==> config.mk <==
export PLATFORM = sky130hd
export DESIGN_NAME = tri_queue_flat
export DESIGN_NICKNAME = d
export VERILOG_FILES = /design/src/rtl/tri_queue_pkg.sv /design/src/rtl/tri_queue_if.sv /design/src/rtl/tri_fifo.sv /design/src/rtl/tri_queue.sv /design/src/flat_wrapper.sv
export SDC_FILE = /design/constraint.sdc
export NUM_CORES = 2
export LEC_CHECK = 0
export CORE_MARGIN = 1.5
export CORE_UTILIZATION = 43
export CTS_BUF_LIST = sky130_fd_sc_hd__clkbuf_16
export DETAILED_ROUTE_END_ITERATION = 10
export HOLD_SLACK_MARGIN = 0.02
export PLACE_DENSITY = 0.72
export SYNTH_ARGS = -nofsm -noshare
export SYNTH_HDL_FRONTEND = slang
export SYNTH_HIERARCHICAL = 1
export SYNTH_SLANG_ARGS = --single-unit
export TNS_END_PERCENT = 30
==> constraint.sdc <==
create_clock -name clk -period 22.5 [get_ports clk]
set_clock_uncertainty 0.2 [all_clocks]
set_input_delay 2.25 -clock clk [delete_from_list [all_inputs] [get_ports clk]]
set_output_delay 2.25 -clock clk [all_outputs]
set_load 0.1 [all_outputs]
==> src/rtl/tri_queue_pkg.sv <==
// Shared geometry and colour types for the triangle queue and the renderer it feeds.
package tri_queue_pkg;

    localparam int WIDTH   = 640;
    localparam int HEIGHT  = 480;
    localparam int COORD_W = 16;

    typedef struct packed {
        logic [COORD_W-1:0] x;
        logic [COORD_W-1:0] y;
        logic [COORD_W-1:0] z;
    } Point3D;

    typedef struct packed {
        Point3D p;
        Point3D q;
        Point3D r;
    } Triangle3D;

    typedef struct packed {
        logic [7:0] r;
        logic [7:0] g;
        logic [7:0] b;
    } Color;

    typedef struct packed {
        Triangle3D geom;
        Color      fill;
    } queue_entry_t;

    function automatic queue_entry_t make_entry(input Triangle3D geom, input Color fill);
        queue_entry_t e;
        e.geom = geom;
        e.fill = fill;
        return e;
    endfunction

endpackage

==> src/rtl/tri_queue_if.sv <==
// Host-side and gpu-side signals of the triangle queue; slave is the queue, master drives it.
interface tri_queue_if
    import tri_queue_pkg::*;
#(
    parameter int DEPTH = 8
);
    logic                     push;
    Triangle3D                tri_in;
    Color                     color_in;
    logic                     frame_start;
    logic                     frame_end;
    logic                     full;
    logic [$clog2(DEPTH):0]   count;
    logic                     overflow;
    Triangle3D                triangle;
    Color                     color;
    logic                     tri_ready;
    logic                     tri_read;
    logic                     cf_done;
    logic                     new_frame;
    logic                     frame_done;

    modport master (
        output push, tri_in, color_in, frame_start, frame_end, tri_read, cf_done,
        input  full, count, overflow, triangle, color, tri_ready, new_frame, frame_done
    );

    modport slave (
        input  push, tri_in, color_in, frame_start, frame_end, tri_read, cf_done,
        output full, count, overflow, triangle, color, tri_ready, new_frame, frame_done
    );
endinterface

==> src/rtl/tri_fifo.sv <==
// Circular triangle/colour store. A push into a full queue is taken only when a pop
// frees the head slot on the same edge; otherwise it is dropped and overflow latches.
module tri_fifo
    import tri_queue_pkg::*;
#(
    parameter int DEPTH = 8
) (
    input  logic                   clk,
    input  logic                   rst,
    input  logic                   push,
    input  queue_entry_t           wr_data,
    input  logic                   pop,
    output queue_entry_t           rd_data,
    output logic [$clog2(DEPTH):0] count,
    output logic                   full,
    output logic                   overflow
);
    localparam int AW = $clog2(DEPTH);
    localparam logic [AW-1:0] PTR_ZERO = AW'(0);
    localparam logic [AW-1:0] PTR_ONE  = AW'(1);
    localparam logic [AW:0]   CNT_ZERO = (AW+1)'(0);
    localparam logic [AW:0]   CNT_ONE  = (AW+1)'(1);
    localparam logic [AW:0]   CNT_FULL = (AW+1)'(DEPTH);

    queue_entry_t  mem_r [DEPTH];
    logic [AW-1:0] wr_ptr_r;
    logic [AW-1:0] rd_ptr_r;
    logic [AW:0]   count_r;
    logic [AW:0]   count_next_s;
    logic          full_r;
    logic          overflow_r;
    logic          do_push_s;
    logic          do_pop_s;
    logic          drop_s;

    // Accept/drop decision and next occupancy.
    always_comb begin
        do_pop_s  = pop && (count_r != CNT_ZERO);
        do_push_s = push && (!full_r || do_pop_s);
        drop_s    = push && full_r && !do_pop_s;
        if (do_push_s && !do_pop_s) begin
            count_next_s = count_r + CNT_ONE;
        end else if (do_pop_s && !do_push_s) begin
            count_next_s = count_r - CNT_ONE;
        end else begin
            count_next_s = count_r;
        end
    end

    // Pointers, occupancy and the sticky overflow flag.
    always_ff @(posedge clk or posedge rst) begin
        if (rst) begin
            wr_ptr_r   <= PTR_ZERO;
            rd_ptr_r   <= PTR_ZERO;
            count_r    <= CNT_ZERO;
            full_r     <= 1'b0;
            overflow_r <= 1'b0;
        end else begin
            if (do_push_s) begin
                wr_ptr_r <= wr_ptr_r + PTR_ONE;
            end
            if (do_pop_s) begin
                rd_ptr_r <= rd_ptr_r + PTR_ONE;
            end
            count_r    <= count_next_s;
            full_r     <= (count_next_s == CNT_FULL);
            overflow_r <= overflow_r | drop_s;
        end
    end

    // Entry storage; contents are meaningless until written, so no reset.
    always_ff @(posedge clk) begin
        if (do_push_s) begin
            mem_r[wr_ptr_r] <= wr_data;
        end
    end

    assign rd_data  = mem_r[rd_ptr_r];
    assign count    = count_r;
    assign full     = full_r;
    assign overflow = overflow_r;

endmodule

==> src/rtl/tri_queue.sv <==
// Triangle queue between host and gpu: buffers triangles and sequences frame start,
// one-at-a-time offers with colour-fill handshake, and frame completion.
module tri_queue
    import tri_queue_pkg::*;
#(
    parameter int DEPTH = 8
) (
    input  logic        clk,
    input  logic        rst,
    tri_queue_if.slave  bus
);
    localparam logic [2:0] ST_IDLE  = 3'd0;
    localparam logic [2:0] ST_NEWF  = 3'd1;
    localparam logic [2:0] ST_WAIT  = 3'd2;
    localparam logic [2:0] ST_OFFER = 3'd3;
    localparam logic [2:0] ST_BUSY  = 3'd4;
    localparam logic [2:0] ST_ENDF  = 3'd5;

    logic [2:0]             state_r;
    logic [2:0]             state_next_s;
    logic                   end_pending_r;
    logic                   end_pending_next_s;
    logic                   pop_s;
    queue_entry_t           head_s;
    logic [$clog2(DEPTH):0] count_s;
    logic                   full_s;
    logic                   overflow_s;
    Triangle3D              triangle_r;
    Color                   color_r;
    logic                   tri_ready_r;
    logic                   new_frame_r;
    logic                   frame_done_r;

    tri_fifo #(.DEPTH(DEPTH)) u_fifo (
        .clk      (clk),
        .rst      (rst),
        .push     (bus.push),
        .wr_data  (make_entry(bus.tri_in, bus.color_in)),
        .pop      (pop_s),
        .rd_data  (head_s),
        .count    (count_s),
        .full     (full_s),
        .overflow (overflow_s)
    );

    // Frame sequencing; queued entries are drained before a pending frame end is honoured.
    always_comb begin
        state_next_s = state_r;
        pop_s        = 1'b0;
        if (bus.frame_end && (state_r != ST_IDLE)) begin
            end_pending_next_s = 1'b1;
        end else begin
            end_pending_next_s = end_pending_r;
        end
        case (state_r)
            ST_IDLE: begin
                if (bus.frame_start) begin
                    state_next_s = ST_NEWF;
                end else begin
                    state_next_s = ST_IDLE;
                end
            end
            ST_NEWF: begin
                state_next_s = ST_WAIT;
            end
            ST_WAIT: begin
                if (count_s != '0) begin
                    state_next_s = ST_OFFER;
                end else if (end_pending_r) begin
                    state_next_s = ST_ENDF;
                end else begin
                    state_next_s = ST_WAIT;
                end
            end
            ST_OFFER: begin
                if (bus.tri_read) begin
                    pop_s        = 1'b1;
                    state_next_s = ST_BUSY;
                end else begin
                    state_next_s = ST_OFFER;
                end
            end
            ST_BUSY: begin
                if (bus.cf_done) begin
                    state_next_s = ST_WAIT;
                end else begin
                    state_next_s = ST_BUSY;
                end
            end
            ST_ENDF: begin
                state_next_s       = ST_IDLE;
                end_pending_next_s = 1'b0;
            end
            default: begin
                state_next_s       = ST_IDLE;
                end_pending_next_s = 1'b0;
            end
        endcase
    end

    // State plus registered gpu-facing outputs, decoded from the next state.
    always_ff @(posedge clk or posedge rst) begin
        if (rst) begin
            state_r       <= ST_IDLE;
            end_pending_r <= 1'b0;
            tri_ready_r   <= 1'b0;
            new_frame_r   <= 1'b0;
            frame_done_r  <= 1'b0;
            triangle_r    <= '0;
            color_r       <= '0;
        end else begin
            state_r       <= state_next_s;
            end_pending_r <= end_pending_next_s;
            tri_ready_r   <= (state_next_s == ST_OFFER);
            new_frame_r   <= (state_next_s == ST_NEWF) || (state_next_s == ST_ENDF);
            frame_done_r  <= (state_next_s == ST_ENDF);
            // Head is latched on entry so the offer stays stable while it is pending.
            if ((state_next_s == ST_OFFER) && (state_r != ST_OFFER)) begin
                triangle_r <= head_s.geom;
                color_r    <= head_s.fill;
            end
        end
    end

    assign bus.full       = full_s;
    assign bus.count      = count_s;
    assign bus.overflow   = overflow_s;
    assign bus.triangle   = triangle_r;
    assign bus.color      = color_r;
    assign bus.tri_ready  = tri_ready_r;
    assign bus.new_frame  = new_frame_r;
    assign bus.frame_done = frame_done_r;

endmodule

==> src/flat_wrapper.sv <==
// flat-port wrapper written by rule: the top's interface ports become plain ports
module tri_queue_flat import tri_queue_pkg::*;
#(
    parameter int DEPTH = 8
)
  (clk, rst, bus_push, bus_tri_in, bus_color_in, bus_frame_start, bus_frame_end, bus_tri_read, bus_cf_done, bus_full, bus_count, bus_overflow, bus_triangle, bus_color, bus_tri_ready, bus_new_frame, bus_frame_done);
  tri_queue_if #(.DEPTH(DEPTH)) bus_i ();
  input  logic clk;
  input  logic rst;
  input wire logic [$bits(bus_i.push)-1:0] bus_push;
  input wire logic [$bits(bus_i.tri_in)-1:0] bus_tri_in;
  input wire logic [$bits(bus_i.color_in)-1:0] bus_color_in;
  input wire logic [$bits(bus_i.frame_start)-1:0] bus_frame_start;
  input wire logic [$bits(bus_i.frame_end)-1:0] bus_frame_end;
  input wire logic [$bits(bus_i.tri_read)-1:0] bus_tri_read;
  input wire logic [$bits(bus_i.cf_done)-1:0] bus_cf_done;
  output wire logic [$bits(bus_i.full)-1:0] bus_full;
  output wire logic [$bits(bus_i.count)-1:0] bus_count;
  output wire logic [$bits(bus_i.overflow)-1:0] bus_overflow;
  output wire logic [$bits(bus_i.triangle)-1:0] bus_triangle;
  output wire logic [$bits(bus_i.color)-1:0] bus_color;
  output wire logic [$bits(bus_i.tri_ready)-1:0] bus_tri_ready;
  output wire logic [$bits(bus_i.new_frame)-1:0] bus_new_frame;
  output wire logic [$bits(bus_i.frame_done)-1:0] bus_frame_done;
  assign bus_i.push = bus_push;
  assign bus_i.tri_in = bus_tri_in;
  assign bus_i.color_in = bus_color_in;
  assign bus_i.frame_start = bus_frame_start;
  assign bus_i.frame_end = bus_frame_end;
  assign bus_i.tri_read = bus_tri_read;
  assign bus_i.cf_done = bus_cf_done;
  assign bus_full = bus_i.full;
  assign bus_count = bus_i.count;
  assign bus_overflow = bus_i.overflow;
  assign bus_triangle = bus_i.triangle;
  assign bus_color = bus_i.color;
  assign bus_tri_ready = bus_i.tri_ready;
  assign bus_new_frame = bus_i.new_frame;
  assign bus_frame_done = bus_i.frame_done;
  tri_queue #(.DEPTH(DEPTH)) u_core (.clk(clk), .rst(rst), .bus(bus_i));
endmodule
==> results.md <==
- Via count: 25660
- DIE AREA: 136100 um^2
- CP required: 22.68 ns
- Status: finished, final reports clean
- GPL Wtd Cong: 0.7369
- Pre-antenna DRT Iters: 5
- Largest net degree at the start of global routing: 145
- Max clock buf depth: 3
- Largest cells by area after synthesis: edfxtp_1 70%, mux4_2 13%, dfrtp_1 8.1%, mux2_2 4.6%, mux2_1 2.0%
- Initial antenna violation count: 21
- Synth warnings: 6
- Peak Freq: 157.7 MHz
- Die Y: 368.9 um
- Hold path cells: 1
- Fill cell count: 10250
- Fin. Hold Viols: 0
- Worst R2R End: u_core/u_fifo/mem_r[3][68]
- Leak: 22.22 nW
- Layout cells sized above 1: 0.2902
- Initial Utilization: 0.4324
- # DRC: 0
- IO Count: 352
- H-tree depth: 4
- Switch share: 0.3585
- Root Buffer: clkbuf_16
- CP Buf/Inv Count: 3
- Sequential group share of total power: 0.389
- Syn nets: 2576
- Slew HR: 0.2450
- R2R Setup Slk: 17.40 ns
- Family with the most delay on the worst path: buffers and inverters
- Std-Cell Core Area: 133100 um^2
- Top post-synthesis cells by count: 1344 x edfxtp_1, 336 x mux4_2, 237 x mux2_2, 187 x dfrtp_1, 100 x mux2_1
- Number of flops mapped to enable cells by yosys: 1344
- Total power: 10.16 mW
- GR Overflow Total: 0
- Post-synth top area share: 0.7012
- R2R depth: 8
- Worst-path clk slew: 0.06 ns
- Routed Antenna Nets: 0
- Synth Register Bits: 1531
- Iteration-0 DRC Markers: 2269
- Critical path class: primary input to flop
- Post-Route WL: 116100 um
- Max-Cap Viols: 0
- Slowest cell on crit path: nor2_4
- Final setup vio count: 0
- Setup bufs post-CTS: 0
- Hold Buf Count CTS: 0
- Fin crit period: 6.342 ns
- Worst-margin pin slew: 1.132 ns
- I/O Buffers: 351
- Die span in x: 368.9 um
- GRT Overall Usage: 0.1719
- Post-Syn Area per Cell: 24.01 um^2
- Int Pwr: 6.520 mW
- P_sw: 3.643 mW
- Cell taking the most area after synthesis: edfxtp_1
- Area Growth Syn to Fin: 18.57%
- Fin crit share: 0.2819
- Main synth FF type: edfxtp_1
- Count leader, synth: edfxtp_1
- HP Class: flop to flop
- Comb power frac: 0.360
- Clk pwr share: 0.251
- Cts repair resizes: 0
- Peak supply drop: 0.1542 mV
- CP Data Arrival Time: 6.52 ns
- Netlist cell types: 46
- Row Count: 134
- Setup crit end kind: flop
- Clk_lat worst skew: 0.77 ns
- Num CTS Buffers: 157
- Crit-path cells: clkdlybuf4s50_1 > and3_1 > nand2_1 > a21boi_1 > nand2_1 > nor2_4 > buf_4 > buf_4
- CTS tree: yes
- Unrepaired setup endpoints after global routing: false
- FFs w/ async S/R, synth: 0.1221
- Worst hold start: u_core/bus.triangle[15]
- Hpwl dp: 64430 um
- Detailed-route wire length per cell: 24.49 um
- Mapped Cells: 2397
- CP Launch Type: primary input
- Power Dens Cells: 148.9 nW/um^2
- Pins Over Slew Limit: 0
- Worst R2R Start: u_core/state_r[1]
- Vias in the first global route: 26940
- Vias per cell: 5.411
- Critical-path maximum fanout: 51
- Crit-path max cell delay: 0.85 ns
- Post-Route Setup TNS: 0 ns
- CTS sink cnt: 1531
- Worst hold path endpoint: u_core/bus.triangle[15]
- Synthesized cell area: 57560 um^2
- Final nets: 3018
- Sequential cell area fraction in the yosys report: 0.7825
- First-pass GRT wire length: 173500 um
-- worst register-to-register path, delay by kind of cell, from the launching register on --
kind | cells | cell delay (ns)
AND/OR/NAND/NOR | 5 | 1.98
buffers and inverters | 2 | 1.54
AO/OA/AOI/OAI | 1 | 0.50
flip-flops | 1 | 0.44
-- sequential cells by signal (all words and copies together) (netlist names) --
signal / count
u_core/u_fifo/rd_ptr_r: 3
u_core/bus.frame_done: 1
u_core/bus.color: 24
u_core/bus.tri_ready: 1
u_core/u_fifo/overflow: 1
u_core/u_fifo/mem_r: 1344
u_core/u_fifo/count: 4
u_core/end_pending_r: 1
u_core/bus.new_frame: 1
u_core/state_r: 3
u_core/u_fifo/wr_ptr_r: 3
u_core/u_fifo/full: 1
u_core/bus.triangle: 144
-- metal layers --
metal / wire, um / track usage / part of all wire / up-vias
li1: - / - / - / 10960
met1: 50010 / 0.2427 / 0.43 / 13690
met2: 55790 / 0.2666 / 0.48 / 802
met3: 8168 / 0.04488 / 0.070 / 169
met4: 1919 / 0.04511 / 0.017 / 36
met5: 231 / 0 / 0.0020 / -
-- power groups by stage --
stage | sequential, mW | clock, mW | combinational (mW)
detailed placement | 4.02 | 0 | 3.70
finish | 3.95 | 2.55 | 3.66
CTS | 3.96 | 2.61 | 3.72
global placement | 4.00 | 0 | 3.67
floorplan | 5.17 | 0 | 1.67
global route | 4.01 | 2.72 | 3.84
-- per-stage QoR --
step | utilization | area [um^2] | hold slack [ns] | setup WS (ns) | instances
finish | 0.5127 | 68250 | 0.2834 | 16.16 | 4741
global route | 0.5126 | 68240 | 0.2980 | 15.90 | 4739
CTS | 0.5126 | 68240 | 0.2873 | 16.14 | 4738
detailed placement | 0.4742 | 63120 | 0.2742 | 15.28 | 4448
global placement | 0.4742 | 63120 | 0.2691 | 15.42 | 4448
floorplan | - | 57560 | 0.2805 | 6.940 | 2397
-- worst max path at each step --
stage,from,end,slack (ns),cells past startpoint
floorplan,bus_tri_read,u_core/u_fifo/mem_r[0][0],6.94,5
global placement,bus_tri_read,u_core/u_fifo/mem_r[2][58],15.42,8
detailed placement,bus_tri_read,u_core/u_fifo/mem_r[2][59],15.28,8
CTS,bus_tri_read,u_core/u_fifo/mem_r[7][81],16.14,8
global route,bus_tri_read,u_core/u_fifo/mem_r[2][75],15.90,8
finish,bus_tri_read,u_core/u_fifo/mem_r[3][68],16.16,8
-- kinds of logic after synthesis --
family          synth area share
compound gates          0.002848
xor+xnor               0.0009130
fa+ha+maj              0.0008695
buf+inv                  0.01080
flops                     0.7825
mux                       0.1976
simple gates            0.004521
-- final cells by class --
class / instances / area, um^2 / share of cell area
Multi-Input combinational cell: 745 / 11950 / 0.1752
Antenna cell: 3 / 7.507 / 0.0001100
Sequential cell: 1531 / 45050 / 0.6601
Clock inverter: 127 / 1036 / 0.01518
Clock buffer: 163 / 4079 / 0.05977
Inverter: 8 / 37.54 / 0.0005500
Timing Repair Buffer: 396 / 3871 / 0.05672
Tap cell: 1768 / 2212 / 0.03241
-- cell usage in the layout, fill, tap and decap left out, drive strengths merged, types with 2 or more instances in the layout --
cell type / synthesis / layout
edfxtp: 1344 / 1344
clkdlybuf4s50: 0 / 349
mux2: 337 / 337
mux4: 336 / 336
dfrtp: 187 / 187
clkbuf: 32 / 163
clkinv: 0 / 71
buf: 81 / 47
inv: 8 / 47
bufinv: 0 / 16
nand2: 9 / 9
nor2: 7 / 7
nand2b: 5 / 5
o21ai: 5 / 5
xnor2: 4 / 4
ha: 4 / 4
diode: 0 / 3
nor2b: 3 / 3
nor3: 3 / 3
and3: 2 / 2
a21oi: 2 / 2
o31a: 2 / 2
o21a: 2 / 2
xor2: 2 / 2
o31ai: 2 / 2
nor4: 2 / 2
or3b: 2 / 2
nor4b: 2 / 2
No activity file was read; power rests on OpenSTA's default activity.
